$ cat config.mk
export PLATFORM = sky130hd
export DESIGN_NAME = slow_access_ctl_flat
export DESIGN_NICKNAME = d
export VERILOG_FILES = /design/src/rtl/slow_access_ctl_pkg.sv /design/src/rtl/slow_access_ctl_if.sv /design/src/rtl/slow_access_ctl_tick_prescaler.sv /design/src/rtl/slow_access_ctl.sv /design/src/flat_wrapper.sv
export SDC_FILE = /design/constraint.sdc
export NUM_CORES = 1
export LEC_CHECK = 0
export CORE_ASPECT_RATIO = 0.5
export CORE_UTILIZATION = 40
export DETAILED_ROUTE_END_ITERATION = 16
export GPL_TIMING_DRIVEN = 0
export PLACE_DENSITY = 0.68
export REMOVE_ABC_BUFFERS = 1
export SYNTH_ARGS = -nofsm -noshare
export SYNTH_HDL_FRONTEND = slang
export SYNTH_SLANG_ARGS = --single-unit
$ cat constraint.sdc
create_clock -name CLK -period 1.8 [get_ports CLK]
set_input_delay 0.45 -clock CLK [delete_from_list [all_inputs] [get_ports CLK]]
set_output_delay 0.45 -clock CLK [all_outputs]
set_load 0.005 [all_outputs]
$ cat src/rtl/slow_access_ctl_pkg.sv
// Shared types and sizing for the slow-access window controller (package slow_pkg).
package slow_pkg;

    typedef enum logic [1:0] {
        IDLE = 2'd0,
        BUS  = 2'd1,
        HOLD = 2'd2
    } state_e;

    localparam int CNT_W = 4;

    function automatic int tick_w(input int div);
        return $clog2(div);
    endfunction

endpackage

$ cat src/rtl/slow_access_ctl_if.sv
// Bus-cycle decode, configuration inputs and slow-window outputs of slow_access_ctl.
interface slow_access_ctl_if;
    logic                        BACT;
    logic                        IACKCyc;
    logic                        VIACS;
    logic                        IWMCS;
    logic                        SCCCS;
    logic                        SCSICS;
    logic                        SndFetch;
    logic                        SlowIACK;
    logic                        SlowVIA;
    logic                        SlowIWM;
    logic                        SlowSCC;
    logic                        SlowSCSI;
    logic                        SlowSnd;
    logic                        SlowClockGate;
    logic [slow_pkg::CNT_W-1:0]  SlowTimeout;
    logic                        SlowReq;
    logic                        SlowHold;
    logic                        ClockGate;

    modport master (
        output BACT, IACKCyc, VIACS, IWMCS, SCCCS, SCSICS, SndFetch,
        output SlowIACK, SlowVIA, SlowIWM, SlowSCC, SlowSCSI, SlowSnd,
        output SlowClockGate, SlowTimeout,
        input  SlowReq, SlowHold, ClockGate
    );

    modport slave (
        input  BACT, IACKCyc, VIACS, IWMCS, SCCCS, SCSICS, SndFetch,
        input  SlowIACK, SlowVIA, SlowIWM, SlowSCC, SlowSCSI, SlowSnd,
        input  SlowClockGate, SlowTimeout,
        output SlowReq, SlowHold, ClockGate
    );
endinterface

$ cat src/rtl/slow_access_ctl_tick_prescaler.sv
// Divides CLK into one-cycle tick pulses every TICK_DIV cycles while run is high.
module slow_tick_prescaler
    import slow_pkg::*;
#(
    parameter int TICK_DIV = 16
) (
    input  logic CLK,
    input  logic nPOR,
    input  logic clear,
    input  logic run,
    output logic tick
);
    localparam int              TICK_W = tick_w(TICK_DIV);
    localparam logic [TICK_W-1:0] LAST = TICK_W'(TICK_DIV - 1);

    logic [TICK_W-1:0] count_r;

    // prescale counter, wraps after the terminal count
    always_ff @(posedge CLK) begin
        if (!nPOR) begin
            count_r <= {TICK_W{1'b0}};
        end else if (clear) begin
            count_r <= {TICK_W{1'b0}};
        end else if (run) begin
            count_r <= (count_r == LAST) ? {TICK_W{1'b0}} : count_r + TICK_W'(1);
        end else begin
            count_r <= count_r;
        end
    end

    assign tick = run & ~clear & (count_r == LAST);
endmodule

$ cat src/rtl/slow_access_ctl.sv
// Slow-down window sequencer for legacy peripheral bus cycles and sound fetches.
// Optional clock-gate request output is enabled by defining SLOW_CLOCKGATE_EN.
module slow_access_ctl
    import slow_pkg::*;
#(
    parameter int TICK_DIV = 16
) (
    input  logic               CLK,
    input  logic               nPOR,
    slow_access_ctl_if.slave   bus
);
    localparam logic [1:0] ST_IDLE = IDLE;
    localparam logic [1:0] ST_BUS  = BUS;
    localparam logic [1:0] ST_HOLD = HOLD;

    logic             bactr_r;
    logic [1:0]       state_r;
    logic [CNT_W-1:0] cnt_r;
    logic [CNT_W-1:0] tmo_r;
    logic             slow_req_r;
    logic             slow_hold_r;

    logic             start_s;
    logic             hit_s;
    logic             snd_hit_s;
    logic             tick_s;
    logic             presc_clear_s;
    logic [1:0]       state_n_s;
    logic [CNT_W-1:0] cnt_n_s;
    logic [CNT_W-1:0] tmo_n_s;

    assign start_s = bus.BACT & ~bactr_r;
    assign hit_s   = start_s & ((bus.IACKCyc & bus.SlowIACK) | (bus.VIACS & bus.SlowVIA) |
                                (bus.IWMCS & bus.SlowIWM) | (bus.SCCCS & bus.SlowSCC) |
                                (bus.SCSICS & bus.SlowSCSI));
    // a zero-length sound window has nothing to hold, so it never counts as a hit
    assign snd_hit_s = bus.SndFetch & bus.SlowSnd & (bus.SlowTimeout != {CNT_W{1'b0}});

    slow_tick_prescaler #(.TICK_DIV(TICK_DIV)) u_presc (
        .CLK   (CLK),
        .nPOR  (nPOR),
        .clear (presc_clear_s),
        .run   (state_r == ST_HOLD),
        .tick  (tick_s)
    );

    // window state machine: Hit beats SndHit beats tick decrement
    always_comb begin
        state_n_s     = state_r;
        cnt_n_s       = cnt_r;
        tmo_n_s       = tmo_r;
        presc_clear_s = (state_r != ST_HOLD);
        case (state_r)
            ST_IDLE: begin
                if (hit_s) begin
                    state_n_s = ST_BUS;
                    tmo_n_s   = bus.SlowTimeout;
                end else if (snd_hit_s) begin
                    state_n_s = ST_HOLD;
                    cnt_n_s   = bus.SlowTimeout;
                end else begin
                    state_n_s = ST_IDLE;
                end
            end
            ST_BUS: begin
                if (hit_s) begin
                    tmo_n_s = bus.SlowTimeout;
                end else if (!bus.BACT) begin
                    if (tmo_r == {CNT_W{1'b0}}) begin
                        state_n_s = ST_IDLE;
                    end else begin
                        state_n_s = ST_HOLD;
                        cnt_n_s   = tmo_r;
                    end
                end else begin
                    state_n_s = ST_BUS;
                end
            end
            ST_HOLD: begin
                if (hit_s) begin
                    state_n_s = ST_BUS;
                    tmo_n_s   = bus.SlowTimeout;
                end else if (snd_hit_s) begin
                    cnt_n_s       = bus.SlowTimeout;
                    presc_clear_s = 1'b1;
                end else if (tick_s) begin
                    if (cnt_r == CNT_W'(1)) begin
                        state_n_s = ST_IDLE;
                        cnt_n_s   = {CNT_W{1'b0}};
                    end else begin
                        cnt_n_s = cnt_r - CNT_W'(1);
                    end
                end else begin
                    state_n_s = ST_HOLD;
                end
            end
            default: begin
                state_n_s = ST_IDLE;
                cnt_n_s   = {CNT_W{1'b0}};
            end
        endcase
    end

    // state, counters and outputs registered from the next state
    always_ff @(posedge CLK) begin
        if (!nPOR) begin
            bactr_r     <= 1'b0;
            state_r     <= ST_IDLE;
            cnt_r       <= {CNT_W{1'b0}};
            tmo_r       <= {CNT_W{1'b0}};
            slow_req_r  <= 1'b0;
            slow_hold_r <= 1'b0;
        end else begin
            bactr_r     <= bus.BACT;
            state_r     <= state_n_s;
            cnt_r       <= cnt_n_s;
            tmo_r       <= tmo_n_s;
            slow_req_r  <= (state_n_s != ST_IDLE);
            slow_hold_r <= (state_n_s == ST_HOLD);
        end
    end

    assign bus.SlowReq  = slow_req_r;
    assign bus.SlowHold = slow_hold_r;

`ifdef SLOW_CLOCKGATE_EN
    logic cg_lat_r;
    logic cg_n_s;
    logic clock_gate_r;

    // SndHit only opens or reloads a window outside BUS, so only then does it relatch
    always_comb begin
        cg_n_s = cg_lat_r;
        if (hit_s || (snd_hit_s && (state_r != ST_BUS))) begin
            cg_n_s = bus.SlowClockGate;
        end else begin
            cg_n_s = cg_lat_r;
        end
    end

    // latched gate enable and the registered gate request
    always_ff @(posedge CLK) begin
        if (!nPOR) begin
            cg_lat_r     <= 1'b0;
            clock_gate_r <= 1'b0;
        end else begin
            cg_lat_r     <= cg_n_s;
            clock_gate_r <= (state_n_s != ST_IDLE) & cg_n_s;
        end
    end

    assign bus.ClockGate = clock_gate_r;
`else
    assign bus.ClockGate = 1'b0;
`endif
endmodule

$ cat src/flat_wrapper.sv
// flat-port wrapper written by rule: the top's interface ports become plain ports
module slow_access_ctl_flat import slow_pkg::*;
#(
    parameter int TICK_DIV = 16
)
  (CLK, nPOR, bus_BACT, bus_IACKCyc, bus_VIACS, bus_IWMCS, bus_SCCCS, bus_SCSICS, bus_SndFetch, bus_SlowIACK, bus_SlowVIA, bus_SlowIWM, bus_SlowSCC, bus_SlowSCSI, bus_SlowSnd, bus_SlowClockGate, bus_SlowTimeout, bus_SlowReq, bus_SlowHold, bus_ClockGate);
  slow_access_ctl_if bus_i ();
  input  logic CLK;
  input  logic nPOR;
  input wire logic [$bits(bus_i.BACT)-1:0] bus_BACT;
  input wire logic [$bits(bus_i.IACKCyc)-1:0] bus_IACKCyc;
  input wire logic [$bits(bus_i.VIACS)-1:0] bus_VIACS;
  input wire logic [$bits(bus_i.IWMCS)-1:0] bus_IWMCS;
  input wire logic [$bits(bus_i.SCCCS)-1:0] bus_SCCCS;
  input wire logic [$bits(bus_i.SCSICS)-1:0] bus_SCSICS;
  input wire logic [$bits(bus_i.SndFetch)-1:0] bus_SndFetch;
  input wire logic [$bits(bus_i.SlowIACK)-1:0] bus_SlowIACK;
  input wire logic [$bits(bus_i.SlowVIA)-1:0] bus_SlowVIA;
  input wire logic [$bits(bus_i.SlowIWM)-1:0] bus_SlowIWM;
  input wire logic [$bits(bus_i.SlowSCC)-1:0] bus_SlowSCC;
  input wire logic [$bits(bus_i.SlowSCSI)-1:0] bus_SlowSCSI;
  input wire logic [$bits(bus_i.SlowSnd)-1:0] bus_SlowSnd;
  input wire logic [$bits(bus_i.SlowClockGate)-1:0] bus_SlowClockGate;
  input wire logic [$bits(bus_i.SlowTimeout)-1:0] bus_SlowTimeout;
  output wire logic [$bits(bus_i.SlowReq)-1:0] bus_SlowReq;
  output wire logic [$bits(bus_i.SlowHold)-1:0] bus_SlowHold;
  output wire logic [$bits(bus_i.ClockGate)-1:0] bus_ClockGate;
  assign bus_i.BACT = bus_BACT;
  assign bus_i.IACKCyc = bus_IACKCyc;
  assign bus_i.VIACS = bus_VIACS;
  assign bus_i.IWMCS = bus_IWMCS;
  assign bus_i.SCCCS = bus_SCCCS;
  assign bus_i.SCSICS = bus_SCSICS;
  assign bus_i.SndFetch = bus_SndFetch;
  assign bus_i.SlowIACK = bus_SlowIACK;
  assign bus_i.SlowVIA = bus_SlowVIA;
  assign bus_i.SlowIWM = bus_SlowIWM;
  assign bus_i.SlowSCC = bus_SlowSCC;
  assign bus_i.SlowSCSI = bus_SlowSCSI;
  assign bus_i.SlowSnd = bus_SlowSnd;
  assign bus_i.SlowClockGate = bus_SlowClockGate;
  assign bus_i.SlowTimeout = bus_SlowTimeout;
  assign bus_SlowReq = bus_i.SlowReq;
  assign bus_SlowHold = bus_i.SlowHold;
  assign bus_ClockGate = bus_i.ClockGate;
  slow_access_ctl #(.TICK_DIV(TICK_DIV)) u_core (.CLK(CLK), .nPOR(nPOR), .bus(bus_i));
endmodule
Word-level counts from Yosys, hierarchy flattened
Index checks and enable logic that the tools add are counted.
{"block": "op_classes", "add_sub_neg": 2, "eq_ne": 13, "n_reduce_logical": 8, "n_bitwise": 18, "mux": 24}
{"operator": "$mux W4", "count": 10}
{"operator": "$mux W2", "count": 9}
{"operator": "$ne A2 B2 Y1 const B", "count": 6}
{"operator": "$pmux W4 S3", "count": 1}
{"operator": "$and A1 B1 Y1", "count": 11}
{"operator": "$reduce_and A7 Y1", "count": 1}
{"operator": "$pmux W2 S3", "count": 1}
{"operator": "$add A4 B1 Y4 const B", "count": 1}
{"operator": "$eq A2 B2 Y1 const B", "count": 2}
{"operator": "$eq A4 B1 Y1 const B", "count": 1}
{"operator": "$eq A4 B4 Y1 const B", "count": 1}
{"operator": "$logic_not A4 Y1", "count": 1}
{"operator": "$or A1 B1 Y1", "count": 4}
{"operator": "$reduce_bool A4 Y1", "count": 1}
{"operator": "$sub A4 B1 Y4 const B", "count": 1}
{"operator": "$mux W1", "count": 3}
{"operator": "$ne A3 B1 Y1 const B", "count": 1}
{"operator": "$not A1 Y1", "count": 3}
{"operator": "$reduce_or A3 Y1", "count": 1}
{"operator": "$eq A2 B1 Y1 const B", "count": 1}
{"operator": "$logic_not A2 Y1", "count": 1}
{"operator": "$ne A2 B1 Y1 const B", "count": 1}
{"operator": "$reduce_and A2 Y1", "count": 1}
{"operator": "$reduce_bool A2 Y1", "count": 1}
{"operator": "$reduce_or A2 Y1", "count": 1}
{"block": "word_totals", "regBits": 17, "output_inout_bits": 3, "wordCells": 72, "input_bits": 20}

Longest topological paths before layout
{"block": "depth", "ltp_word": 16, "ltp_mapped": 6}

Hierarchy
From an unflattened synthesis, not the netlist that was laid out.
{"block": "unflattened", "cells_unflattened": 103, "area_unflattened_um2": 955.9}
{"module": "slow_access_ctl", "area_each_um2": 777.0, "instances": 1, "cells_per_inst": 84, "seq_area_each_um2": 260.2}
{"module": "slow_tick_prescaler", "area_each_um2": 178.9, "instances": 1, "cells_per_inst": 19, "seq_area_each_um2": 80.1}

Worst setup path before layout
Ideal clock, no wire load.
{"block": "synth_path", "kind": "input-to-reg", "startpoint": "input bus_SlowTimeout[2]", "endpoint": "register u_core.cnt_r[0]", "path_slack_ns": 0.115, "arrival_ns": 1.613, "setup_ns": 0.072, "stages": 4, "path_buffers": 0, "path_cell_list": "or4_4 a32oi_2 o22a_4 mux2i_1"}
{"block": "synth_between", "elab_chain_len": 10}
{"item": "from (decl)", "line": "flat_wrapper.sv:24", "rtl": "input wire logic [$bits(bus_i.SlowTimeout)-1:0] bus_SlowTimeout;"}
{"item": "$reduce_bool A4 Y1 *", "line": "slow_access_ctl.sv:37", "rtl": "assign snd_hit_s = bus.SndFetch & bus.SlowSnd & (bus.SlowTimeout != {CNT_W{1'b0}});"}
{"item": "$and A1 B1 Y1 *", "line": "slow_access_ctl.sv:37"}
{"item": "$mux W1", "line": "slow_access_ctl.sv:83", "rtl": "end else if (snd_hit_s) begin"}
{"item": "$mux W1", "line": "slow_access_ctl.sv:80", "rtl": "if (hit_s) begin"}
{"item": "$mux W1", "line": "slow_access_ctl.sv:53", "rtl": "case (state_r)"}
{"item": "$not A1 Y1", "line": "slow_access_ctl_tick_prescaler.sv:31", "rtl": "assign tick = run & ~clear & (count_r == LAST);"}
{"item": "$and A1 B1 Y1 (2 in series)", "line": "slow_access_ctl_tick_prescaler.sv:31"}
{"item": "$ne A3 B1 Y1 (no source line)"}
{"item": "$reduce_and A7 Y1 (no source line)"}
{"item": "to (signal assigned)", "line": "slow_access_ctl.sv:109", "rtl": "cnt_r <= {CNT_W{1'b0}};"}
{"item": "to (signal assigned)", "line": "slow_access_ctl.sv:116", "rtl": "cnt_r <= cnt_n_s;"}
{"item": "to (decl)", "line": "slow_access_ctl.sv:18", "rtl": "logic [CNT_W-1:0] cnt_r;"}
Mark *: on every way between the ends. The rest lies on a longest branch, timed or not. The select of a mux whose other input is x is not followed.
A chain may end at the register's enable or synchronous reset.

Worst setup path in the final report
{"block": "layout_path", "startpoint": "input bus_SlowSCC", "endpoint": "register u_core.cnt_r[1]"}
{"block": "layout_between", "elab_chain_len": 11}
{"item": "from (decl)", "line": "flat_wrapper.sv:20", "rtl": "input wire logic [$bits(bus_i.SlowSCC)-1:0] bus_SlowSCC;"}
{"item": "$and A1 B1 Y1 *", "line": "slow_access_ctl.sv:34", "rtl": "(bus.IWMCS & bus.SlowIWM) | (bus.SCCCS & bus.SlowSCC) |"}
{"item": "$or A1 B1 Y1 * (2 in series)", "line": "slow_access_ctl.sv:34"}
{"item": "$and A1 B1 Y1 *", "line": "slow_access_ctl.sv:33", "rtl": "assign hit_s = start_s & ((bus.IACKCyc & bus.SlowIACK) | (bus.VIACS & bus.SlowVIA) |"}
{"item": "$mux W1", "line": "slow_access_ctl.sv:80"}
{"item": "$mux W1", "line": "slow_access_ctl.sv:53"}
{"item": "$not A1 Y1", "line": "slow_access_ctl_tick_prescaler.sv:31"}
{"item": "$and A1 B1 Y1 (2 in series)", "line": "slow_access_ctl_tick_prescaler.sv:31"}
{"item": "$ne A3 B1 Y1 (no source line)"}
{"item": "$reduce_and A7 Y1 (no source line) *"}
Mark *: on every way between the ends. The rest lies on a longest branch, timed or not.

==> results.toml <==
[logic_synthesis]
async_reset_ff_frac = 0
netlist.area_leader.share = 0.328
synth-edff-count = 0
synth_area_mm2 = 0.00104
syn_inst = 114
syn_area_per_cell_um2 = 9.11
yosysSeqAreaShare = 0.328
yosys-top-cells-area = "dfxtp_1 33%, mux2i_1 7.7%, nor2b_1 4.2%"
yosysWarnings = 0
ys_types = 44
synth_ff_type = "dfxtp_1"
ys_ff_latch = 17
synth.largest_area_cell = "dfxtp_1"

[die]
pin_count = 23
die_w_um = 74.1
die_area_mm2 = 0.00282
coreArea_mm2 = 0.00233
start_util = 0.446
rows = 12
die-height_um = 38.0

[routing]
detail_route.iter0.violations = 59
vias = 960
drc = 0
routed_wl_um = 2570
dr.pass1.iters = 4
vias_per_cell = 5.55
ant_nets = 0
wire_per_inst_um = 14.9

[run]
drv_cap = 0

[place]
io_buffers = 20
placedInstanceArea_mm2 = 0.00126
dpl.hpwl_um = 1750
place.gp.congestion = 0.823

[hold_path]
holdPathEnd = "u_core.u_presc.count_r[3]$_SDFFE_PP0N_"
worstHoldStart = "u_core.u_presc.count_r[3]$_SDFFE_PP0N_"
hold_path_class = "register to register"
min_delay_path_depth = 2

[global_routing]
overflow = 0
grt_pass1_vias = 826
grt_pass1_wl_um = 3840
antenna_found_initial = 0
grt_start_max_net_pins = 16
grt_use_total = 0.188

[clock_network]
cts_hold_buf = 0
cts_buffers = 3
clock_path_buffers = 2
clock_latency_ns = 0.26
cts.sink_count = 17
cts_tree = "built"
cts.reportedPaths.clkPinSlew_ns = 0.07
cts_max_level = 1
root_buffer = "clkbuf_8"

[status]
outcome = "completed"

[finish]
area_growth_pct = 35.1
mostFrequentLayoutCell = "dfxtp_1"
fin_area_mm2 = 0.00140
drive_gt1_frac = 0.196
num_antenna_cells = 0
final_nets = 162
layout_common_cells = "16 x dfxtp_1, 13 x clkdlybuf4s50_1, 9 x nand2_1"
n_fill_cell = 207

[power]
vdd_ir_drop_max_mv = 0.364
leakage_nw = 0.514
power.density_mw_per_mm2 = 702

[setup_path]
crit_required_ns = 1.94
r2r_end = "u_core.cnt_r[3]$_SDFFE_PN0P_"
cp-start-kind = "input port"
cp_max_fo = 5
criticalPathCategory = "input port to register"
endpoint_kind = "register"
rrSetupSlack_ns = 0.05
crit_arrival_ns = 1.92
worstReg2RegStart = "u_core.cnt_r[0]$_SDFFE_PN0P_"
rr_worst_depth = 5

[sta]
skew_ns = 0.00125
hold_viol = 0
worst_slew_pin_slew_ns = 0.548
fmax_mhz = 562
hold_ws_ns = 0.485
post-route-min-period_ns = 1.78
relSlewSlack = 0.634
post-route-period-util = 0.988
maxSlewViolCount = 0
setup_viol = 0
[state kept, by name, indices dropped and copies added (netlist names)]
signal	flops
u_core.state_r	2
u_core.bactr_r	1
u_core.cnt_r	4
u_core.tmo_r	4
u_core.u_presc.count_r	4
u_core.bus.SlowReq	1
u_core.bus.SlowHold	1
[area by class of cell]
type | count | area [um^2] | share of cell area
flip-flops and latches | 17 | 342 | 0.244
clock buffers | 3 | 41.3 | 0.0294
clock inverters | 1 | 5.00 | 0.00357
multi-input cells | 88 | 733 | 0.523
well taps | 35 | 43.8 | 0.0312
inverters | 5 | 18.8 | 0.0134
repair buffers | 24 | 219 | 0.156
[power by group]
| group | internal [mW] | switching (mW) |
|---|---|---|
| sequential | 0.400 | 0.0329 |
| combinational | 0.132 | 0.123 |
| clock | 0.154 | 0.142 |
[worst max-delay path, stage by stage]
cell and delay, ns:
clkdlybuf4s50_1 0.40, a222oi_1 0.36, buf_4 0.20, a21oi_4 0.08, o22a_4 0.30, mux2i_1 0.13
[layer usage]
| layer | vias to the layer above | part of all wire | GRT usage |
|---|---|---|---|
| met5 | - | 0 | 0 |
| met4 | 0 | 0.022 | 0.0673 |
| met3 | 8 | 0.049 | 0.0474 |
| met2 | 31 | 0.46 | 0.300 |
| met1 | 446 | 0.47 | 0.249 |
| li1 | 475 | - | - |
[synth_stat cells (2+ instances only)]
cell type  number
dfxtp_1        17
nand2_1         9
mux2i_1         8
nor2b_1         7
nor3_1          6
and2_1          5
inv_1           5
nor2_1          5
a211oi_1        3
a21oi_1         3
ha_1            3
nor4_1          3
o21ai_0         3
a222oi_1        2
a22oi_1         2
nand2b_1        2
nand3_1         2
o2bb2ai_1       2
xnor2_1         2
[worst max path at each step]
| stage | start | end | slack, ns | cells past startpoint |
|---|---|---|---|---|
| after floorplan | bus_SlowTimeout[2] | u_core.cnt_r[0]$_SDFFE_PN0P_ | 0.12 | 4 |
| after global placement | bus_SlowTimeout[2] | u_core.cnt_r[0]$_SDFFE_PN0P_ | -0.46 | 5 |
| after detailed placement | bus_SlowTimeout[2] | u_core.cnt_r[1]$_SDFFE_PN0P_ | -0.51 | 5 |
| after CTS | bus_IWMCS | u_core.cnt_r[3]$_SDFFE_PN0P_ | -0.001 | 5 |
| after global routing | bus_SlowSCC | u_core.u_presc.count_r[2]$_SDFFE_PP0N_ | -0.03 | 6 |
| final | bus_SlowSCC | u_core.cnt_r[1]$_SDFFE_PN0P_ | 0.02 | 6 |
[kinds of logic (layout without fill, tap and decap cells)]
group                    count (synthesis)  in the layout  synth area share
AO/OA/AOI/OAI                           29             29             0.264
XOR/XNOR                                 3              3            0.0253
adder cells (fa/ha/maj)                  3              3            0.0361
buffers and inverters                    9             33            0.0373
flip-flops                              17             17             0.328
multiplexers                             8              8            0.0771
other                                    1              1           0.00361
AND/OR/NAND/NOR                         44             44             0.229
[stage by stage]
stage          std cells  power, mW  setup WS [ns]  setup TNS (ns)   util
2_1_floorplan        110      0.567          0.115               0      -
3_3_place_gp         165      0.655         -0.462           -5.10  0.542
3_5_place_dp         165      0.658         -0.514           -5.26  0.542
4_1_cts              172      0.969      -0.000988       -0.000988  0.584
5_1_grt              173       1.02        -0.0284          -0.202  0.603
6_report             173      0.984         0.0221               0  0.603
[timing repair]
action                                  in CTS  in global routing
pin swaps                                    5                  8
endpoints found under the setup margin      11                 10
setup buffers                                3                  1
resized for setup                           10                 17
No activity file was read; power rests on OpenSTA's default activity.
